### src/rtl/pi_req_queue.sv
// Request queue between the Pi register interface and the 68000 bus-cycle engine.
// Pi writes are staged, then pushed as a complete request on every ADDR_HI write.
module pi_req_queue #(
  parameter int DEPTH_LOG2 = 2
) (
  input  logic        sys_clk,
  input  logic        nRESET,
  input  logic        pi_wr_strobe,
  input  logic [2:0]  pi_a,
  input  logic [15:0] pi_data_in,
  output logic        req_valid,
  input  logic        req_ready,
  output logic [23:0] req_addr,
  output logic [1:0]  req_size,
  output logic        req_read,
  output logic [2:0]  req_fc,
  output logic [31:0] req_wdata,
  input  logic        rsp_valid,
  input  logic [31:0] rsp_rdata,
  output logic [31:0] rdata,
  output logic        busy,
  output logic        full,
  output logic        overflow
);

  localparam int DEPTH = 1 << DEPTH_LOG2;
  localparam logic [DEPTH_LOG2:0]   CNT_FULL = (DEPTH_LOG2 + 1)'(DEPTH);
  localparam logic [DEPTH_LOG2:0]   CNT_ONE  = (DEPTH_LOG2 + 1)'(1);
  localparam logic [DEPTH_LOG2-1:0] PTR_ONE  = DEPTH_LOG2'(1);

  localparam logic [2:0] REG_DATA_LO = 3'd0;
  localparam logic [2:0] REG_DATA_HI = 3'd1;
  localparam logic [2:0] REG_ADDR_LO = 3'd2;
  localparam logic [2:0] REG_ADDR_HI = 3'd3;
  localparam logic [2:0] REG_CLR_OVF = 3'd5;

  typedef struct packed {
    logic [23:0] addr;
    logic [1:0]  size;
    logic        read;
    logic [2:0]  fc;
    logic [31:0] wdata;
  } req_t;

  req_t                  r_mem [DEPTH];
  logic [DEPTH_LOG2-1:0] r_wr_ptr;
  logic [DEPTH_LOG2-1:0] r_rd_ptr;
  logic [DEPTH_LOG2:0]   r_count;
  logic                  r_inflight;
  logic                  r_inflight_read;
  logic [31:0]           r_stage_wdata;
  logic [15:0]           r_stage_addr_lo;
  logic [31:0]           r_rdata;
  logic                  r_busy;
  logic                  r_full;
  logic                  r_overflow;

  logic                  w_empty;
  logic                  w_full_now;
  logic                  w_pop;
  logic                  w_push_req;
  logic                  w_push;
  logic                  w_drop;
  logic                  w_clr_ovf;
  req_t                  w_new;
  req_t                  w_head;
  req_t                  w_head_vis;
  logic [DEPTH_LOG2:0]   w_count_next;
  logic                  w_inflight_next;

  assign w_empty    = (r_count == '0);
  assign w_full_now = (r_count == CNT_FULL);
  assign w_pop      = req_valid & req_ready;
  assign w_push_req = pi_wr_strobe & (pi_a == REG_ADDR_HI);
  // A full FIFO still takes the push when the head leaves in the same cycle.
  assign w_push     = w_push_req & (~w_full_now | w_pop);
  assign w_drop     = w_push_req & w_full_now & ~w_pop;
  assign w_clr_ovf  = pi_wr_strobe & (pi_a == REG_CLR_OVF);

  assign w_new = '{addr:  {pi_data_in[7:0], r_stage_addr_lo},
                   size:  pi_data_in[9:8],
                   read:  pi_data_in[10],
                   fc:    pi_data_in[13:11],
                   wdata: r_stage_wdata};

  assign w_head     = r_mem[r_rd_ptr];
  assign w_head_vis = w_empty ? '0 : w_head;

  always_comb begin
    // NOTE: every always_comb output gets a default first so no path leaves it unassigned (no latch).
    w_count_next    = r_count;
    w_inflight_next = r_inflight;
    case ({w_push, w_pop})
      2'b10:   w_count_next = r_count + CNT_ONE;
      2'b01:   w_count_next = r_count - CNT_ONE;
      default: w_count_next = r_count;
    endcase
    if (w_pop) begin
      w_inflight_next = 1'b1;
    end else if (rsp_valid) begin
      w_inflight_next = 1'b0;
    end
  end

  // NOTE: the storage array has no reset; pointers and count are reset and the head is masked while empty.
  always_ff @(posedge sys_clk) begin
    if (nRESET && w_push) begin
      r_mem[r_wr_ptr] <= w_new;
    end
  end

  always_ff @(posedge sys_clk) begin
    // NOTE: sequential state uses non-blocking assignments so every register samples pre-edge values.
    if (!nRESET) begin
      r_wr_ptr        <= '0;
      r_rd_ptr        <= '0;
      r_count         <= '0;
      r_inflight      <= 1'b0;
      r_inflight_read <= 1'b0;
      r_stage_wdata   <= '0;
      r_stage_addr_lo <= '0;
      r_rdata         <= '0;
      r_busy          <= 1'b0;
      r_full          <= 1'b0;
      r_overflow      <= 1'b0;
    end else begin
      r_count    <= w_count_next;
      r_inflight <= w_inflight_next;
      r_busy     <= (w_count_next != '0) | w_inflight_next;
      r_full     <= (w_count_next == CNT_FULL);

      if (w_push) r_wr_ptr <= r_wr_ptr + PTR_ONE;
      if (w_pop) begin
        r_rd_ptr        <= r_rd_ptr + PTR_ONE;
        r_inflight_read <= w_head.read;
      end

      // Responses arriving with nothing in flight are stale and ignored.
      if (rsp_valid && r_inflight && r_inflight_read) begin
        r_rdata <= rsp_rdata;
      end

      if (w_drop) begin
        r_overflow <= 1'b1;
      end else if (w_clr_ovf) begin
        r_overflow <= 1'b0;
      end

      if (pi_wr_strobe) begin
        case (pi_a)
          REG_DATA_LO: r_stage_wdata[15:0]  <= pi_data_in;
          REG_DATA_HI: r_stage_wdata[31:16] <= pi_data_in;
          REG_ADDR_LO: r_stage_addr_lo      <= pi_data_in;
          default:     ;
        endcase
      end
    end
  end

  assign req_valid = ~w_empty & ~r_inflight;
  assign req_addr  = w_head_vis.addr;
  assign req_size  = w_head_vis.size;
  assign req_read  = w_head_vis.read;
  assign req_fc    = w_head_vis.fc;
  assign req_wdata = w_head_vis.wdata;
  assign rdata     = r_rdata;
  assign busy      = r_busy;
  assign full      = r_full;
  assign overflow  = r_overflow;

endmodule

### config.mk
export PLATFORM = sky130hd
export DESIGN_NAME = pi_req_queue
export DESIGN_NICKNAME = d
export VERILOG_FILES = /design/src/rtl/pi_req_queue.sv
export SDC_FILE = /design/constraint.sdc
export NUM_CORES = 1
export LEC_CHECK = 0
export BUFFER_PORTS_ARGS = -buffer_cell sky130_fd_sc_hd__buf_2
export CAP_MARGIN = 10
export CELL_PAD_IN_SITES_DETAIL_PLACEMENT = 1
export CELL_PAD_IN_SITES_GLOBAL_PLACEMENT = 2
export CORE_UTILIZATION = 42
export DETAILED_ROUTE_END_ITERATION = 10
export PLACE_DENSITY_LB_ADDON = 0.1
export SYNTH_ARGS = -nofsm -noshare
export SYNTH_HDL_FRONTEND = slang
export SYNTH_SLANG_ARGS = --single-unit
### constraint.sdc
create_clock -name sys_clk -period 4.4 [get_ports sys_clk]
set_clock_uncertainty 0.2 [all_clocks]
set_input_delay 0.66 -clock sys_clk [delete_from_list [all_inputs] [get_ports sys_clk]]
set_output_delay 0.66 -clock sys_clk [all_outputs]
set_load 0.1 [all_outputs]
==> key figures, run 1 <==
CTS
  – Clock sink count: 342
  – CTS root buffer: clkbuf_16
  – Longest Clk Path Bufs: 3
  – CTS hold repair buffers: 0
  – Total CTS buffers: 36
  – Clock tree from TritonCTS: done
  – Setup bufs post-CTS: 0
  – PostCTS Resize Cnt: 0
  – Clk_lat worst skew: 0.51 ns
  – Reg clk slew, reported paths: 0.06 ns
  – H-tree Lvls: 2

Critical path
  – Crit path max fanout: 30
  – Startpoint types: flip-flop
  – Worst r2r src: r_inflight
  – Worst EP required: 3.54 ns
  – CP Class: flip-flop to primary output
  – Flop-to-flop setup slack: 1.49 ns
  – WP data arrival: 2.70 ns
  – Worst setup EP type: primary output

Floorplanning
  – Die Y-Extent: 179 um
  – Initial core utilization: 42.8%
  – Io pins: 154
  – Die X: 179 um
  – Die area: 31900 sq um
  – Core area: 30700 sq um
  – Rows: 64

STA
  – Count of final setup violators: 0
  – Final TNS setup: 0 ns
  – Clock period minus worst slack: 3.56 ns
  – Final Worst Setup Slack: 0.837 ns
  – RSZ-0062 raised after global routing: no
  – Worst slew margin: 37.7%
  – Final Hold Viols: 0
  – Peak Freq: 281 MHz
  – Period utilization: 81.0%
  – Least-Margin Pin Slew: 0.934 ns
  – Max Slew Vio Count: 0

Route
  – Vias: 7345
  – Initial DRC Count: 493
  – Antenna viol nets, final: 0
  – Vias/cell: 5.17
  – Routed len/inst: 21.1 um
  – Routed WL: 30000 um
  – Post-route DRC: 0
  – DR pass1 iterations: 4

Finish
  – Syn-to-layout area delta: 17.9%
  – Layout cell share with drive strength beyond 1: 28.6%
  – Fillers: 3009
  – Fin util: 50.4%
  – Fin nets: 1057
  – Commonest non-fill, non-tap cell in the layout: edfxtp_1
  – Commonest non-fill, non-tap cells in the layout: 248 x edfxtp_1, 166 x nand2_1, 153 x buf_2

Yosys
  – Synth top area share: 56.8%
  – Synth Register Bits: 342
  – Cell area after synthesis: 13100 sq um
  – Post-synth top area cell: edfxtp_1
  – Unique cell type count in the Yosys netlist: 46
  – Synth area leaders: edfxtp_1 57%, dfxtp_1 14%, mux4_2 11%, nand2_1 4.8%, a21boi_1 4.2%
  – Synth Warn #: 0
  – Synthesized net count: 902
  – Synthesized area per cell: 15.6 sq um
  – Cell count after synthesis: 841
  – Most used DFF post-synth: edfxtp_1
  – Register area share after synthesis: 71.1%
  – Asr flop ratio synth: 0%
  – Post-synth EDFFs: 248

Job
  – Max Cap Violations: 0

GRT
  – Antenna violations before repair: 2
  – Number of global-route vias before repair: 7795
  – Largest net degree at the start of global routing: 92
  – Global-route wire length before repair: 46300 um
  – Gr ovfl total: 0
  – Overall Global Routing Usage: 19.5%

Status
  – Status: finished, final reports clean

Power and ir drop
  – Peak VDD IR: 0.000257 V
  – Power Density: 430 nW/um^2
  – Power consumption: 6650 uW
  – Leak: 0.00540 uW

Placement
  – Routability cong.: 0.705
  – Setup WS pre-CTS: 1.19 ns
  – HPWL Detailed: 17800 um
  – Port buffer count: 153

Hold path
  – Min-Delay Path Class: input port to flip-flop
  – Hold path startpoint: rsp_rdata[14]
==> cells by family (layout without fill, tap and decap cells) <==
logic type	Yosys count	count (layout)	share of synthesized area, %
AO/OA/AOI/OAI	97	97	5.63
buffers and inverters	58	241	1.84
multiplexers	62	62	10.6
AND/OR/NAND/NOR	272	272	9.87
XOR/XNOR	5	5	0.334
other	0	1	0
adder cells (fa/ha/maj)	5	5	0.534
flip-flops	342	342	71.1
==> synth_stat cells, drive strengths merged, types with 2 or more instances <==
| master | count |
|---|---|
| a211oi | 2 |
| a21boi | 82 |
| a21oi | 3 |
| a31oi | 2 |
| and2 | 8 |
| buf | 14 |
| clkbuf | 38 |
| dfxtp | 94 |
| edfxtp | 248 |
| ha | 4 |
| inv | 6 |
| mux4 | 62 |
| nand2 | 166 |
| nand2b | 2 |
| nand4b | 2 |
| nor2 | 11 |
| nor2b | 67 |
| nor3 | 4 |
| nor4 | 2 |
| o21a | 2 |
| or3b | 2 |
| xnor2 | 3 |
| xor2 | 2 |
==> state kept, by name (all words and copies together), names as in the netlist, named ones only <==
register and cells:
r_mem 248, r_stage_wdata 32, rdata 32, r_stage_addr_lo 16
r_count 3, r_rd_ptr 2, r_wr_ptr 2, busy 1
full 1, overflow 1, r_inflight 1, r_inflight_read 1
==> path summary, 6_finish.rpt <==
kind / end / cells after the start
hold / removal: rdata[14] / 3
hold reg to reg: rdata[20] / 2
setup / recovery: req_wdata[20] / 4
setup reg to reg: busy / 9
==> stage by stage <==
step	hold slack [ns]	instance area (sq um)	cells
final	0.185	15500	1421
after floorplan	0.260	13100	841
after global routing	0.177	15500	1420
after CTS	0.163	15400	1419
after detailed placement	0.245	14400	1353
after global placement	0.238	14400	1353
==> worst max-delay path, stage by stage, from the launching register on <==
cell and delay, ns:
dfxtp_4 0.79, buf_4 0.37, mux4_2 0.53, nor2b_1 0.15
buf_2 0.33
==> final cells by class <==
class / instances / area [sq um] / share of cell area (%)
diodes: 1 / 2.50 / 0.0162
clock buffers: 52 / 981 / 6.35
clock inverters: 14 / 101 / 0.656
inverters: 6 / 22.5 / 0.146
multi-input cells: 441 / 3550 / 23.0
flip-flops and latches: 342 / 9330 / 60.4
well taps: 396 / 495 / 3.21
repair buffers: 169 / 968 / 6.27
==> power by group <==
group	switching, uW	internal [uW]	leakage [uW]
combinational	288	115	0.00180
clock	1200	1570	0.000527
sequential	28.0	3450	0.00307
==> per-layer routing <==
layer  wire length [um]  track usage, %  vias to the layer above  part of all wire, %
met5                  0               0                        -                    0
met4                326            3.88                        0                  1.1
met3               1610            4.33                       26                  5.4
met2              14800            32.7                      183                   49
met1              13300            26.2                     3733                   44
li1                   -               -                     3403                    -
(Power assumes the default switching activity.)
==> run 2: changes to the inputs <==
clock period = 3.7 ns   (was 4.4 ns; I/O delays follow)
==> run 2 against run 1 <==
Against the previous run:
- via count up 0.76%
- hold slack lost 0.10 ns
- sequential share of layout area shrank 0.13 points
- sequential power increased by 19%
- clock power increased by 23%
- power is 21% higher
==> key figures, run 2 (same netlist as run 1, synthesis figures left out) <==
GRT
  – Gr ovfl total: 0
  – Overall Global Routing Usage: 19.3%
  – Global-route wire length before repair: 45800 um
  – Number of global-route vias before repair: 7894
  – Antenna violations before repair: 1
  – Largest net degree at the start of global routing: 92

Route
  – Vias: 7401
  – Initial DRC Count: 403
  – Antenna viol nets, final: 0
  – Post-route DRC: 0
  – Vias/cell: 5.21
  – Routed WL: 29800 um
  – Routed len/inst: 21.0 um
  – DR pass1 iterations: 5

Hold path
  – WHS Path Cells: 3
  – Hold path startpoint: rsp_rdata[23]
  – Hold Path End: rdata[23]
  – Min-Delay Path Class: input port to flip-flop

CTS
  – Total CTS buffers: 36
  – Clock tree from TritonCTS: done
  – PostCTS Resize Cnt: 0
  – Clk_lat worst skew: 0.51 ns
  – Longest Clk Path Bufs: 3
  – Clock sink count: 342
  – Setup bufs post-CTS: 0
  – CTS root buffer: clkbuf_16
  – H-tree Lvls: 2
  – CTS hold repair buffers: 0
  – Reg clk slew, reported paths: 0.06 ns

Critical path
  – Worst setup EP type: primary output
  – Crit path max fanout: 23
  – Flop-to-flop setup slack: 0.82 ns
  – Startpoint types: flip-flop
  – Worst EP required: 2.94 ns
  – CP Class: flip-flop to primary output
  – Reg2reg path depth: 9
  – WP data arrival: 2.51 ns
  – Worst r2r src: r_inflight
  – Reg-to-reg endpoint: busy

STA
  – Final TNS setup: 0 ns
  – Final Hold Viols: 0
  – Worst slew margin: 37.3%
  – Worst hold margin: 0.0839 ns
  – Clock period minus worst slack: 3.26 ns
  – Period utilization: 88.2%
  – Max Slew Vio Count: 0
  – Count of final setup violators: 0
  – RSZ-0062 raised after global routing: no
  – Least-Margin Pin Slew: 0.941 ns
  – Peak Freq: 307 MHz

Power and ir drop
  – Combinational power share: 6.0%
  – Sw power: 1780 uW
  – Power Density: 518 nW/um^2
  – Sequential share of power: 51.5%
  – Leak: 0.00541 uW
  – Sw frac: 22.2%
  – Pint: 6240 uW
  – Peak VDD IR: 0.000308 V
  – Clk pwr share: 42.4%
  – Power consumption: 8020 uW

Floorplanning
  – Die X: 179 um
  – Rows: 64
  – Die Y-Extent: 179 um
  – Initial core utilization: 42.8%
  – Core area: 30700 sq um
  – Die area: 31900 sq um
  – Io pins: 154

Finish
  – Layout cell share with drive strength beyond 1: 28.6%
  – Largest register FFs: 248
  – Fillers: 3063
  – Reg with most FFs: r_mem
  – Commonest non-fill, non-tap cells in the layout: 248 x edfxtp_1, 166 x nand2_1, 153 x buf_2
  – Syn-to-layout area delta: 18.1%
  – Fin nets: 1056
  – Commonest non-fill, non-tap cell in the layout: edfxtp_1

Placement
  – Routability cong.: 0.717
  – Port buffer count: 153
  – HPWL Detailed: 17200 um

Job
  – Max Cap Violations: 0

Status
  – Status: finished, final reports clean
-- run 2: changes by cell type in the layout (fill, tap and decap cells not counted), sizes merged --
cell and change:
clkinv -5, inv +1, buf -1, clkbuf +2
bufinv +1, clkinvlp +1
-- run 2: cell type report --
type	count	area [sq um]	area share [%]
Clock buffer	54	1030	6.65
Timing Repair Buffer	168	966	6.24
Sequential cell	342	9330	60.3
Clock inverter	12	88.8	0.573
Inverter	6	22.5	0.145
Multi-Input combinational cell	441	3550	22.9
Tap cell	396	495	3.20
Antenna cell	1	2.50	0.0162
-- run 2: metal layers --
layer	track usage (%)	routed length, um	up-vias
met2	32.4	14700	216
met4	4.63	477	0
met5	0	0	-
li1	-	-	3397
met1	25.1	12700	3744
met3	4.94	2020	44
-- run 2: metrics by stage --
| stage | utilization [%] | area (sq um) | setup WS, ns | cells |
|---|---|---|---|---|
| finish | 50.5 | 15500 | 0.438 | 1420 |
| global route | 50.5 | 15500 | 0.267 | 1419 |
| CTS | 50.5 | 15500 | 0.358 | 1419 |
| detailed placement | 46.9 | 14400 | 0.621 | 1353 |
| global placement | 46.9 | 14400 | 0.679 | 1353 |
| floorplan | - | 13100 | 0.320 | 841 |
-- run 2: worst max path at each step --
stage	from	end	slack, ns
after floorplan	pi_a[1]	r_mem[0][0]	0.32
after global placement	req_ready	busy	0.68
after detailed placement	req_ready	busy	0.62
after CTS	flip-flop	req_wdata[16]	0.36
after global routing	flip-flop	req_wdata[20]	0.27
final	flip-flop	req_wdata[20]	0.44
-- run 2: power groups by stage --
| stage | Combinational (uW) | Sequential [uW] | Clock, uW |
|---|---|---|---|
| 6_report | 485 | 4130 | 3400 |
| 5_1_grt | 517 | 4140 | 3650 |
| 4_1_cts | 496 | 4130 | 3510 |
| 3_5_place_dp | 496 | 4220 | 0 |
| 3_3_place_gp | 492 | 4210 | 0 |
| 2_1_floorplan | 349 | 4210 | 0 |
-- run 2: critical path, stage by stage, from the launching register on --
cell and delay [ns]:
dfxtp_4 0.65, buf_12 0.29, mux4_2 0.53, nor2b_1 0.17
buf_2 0.34
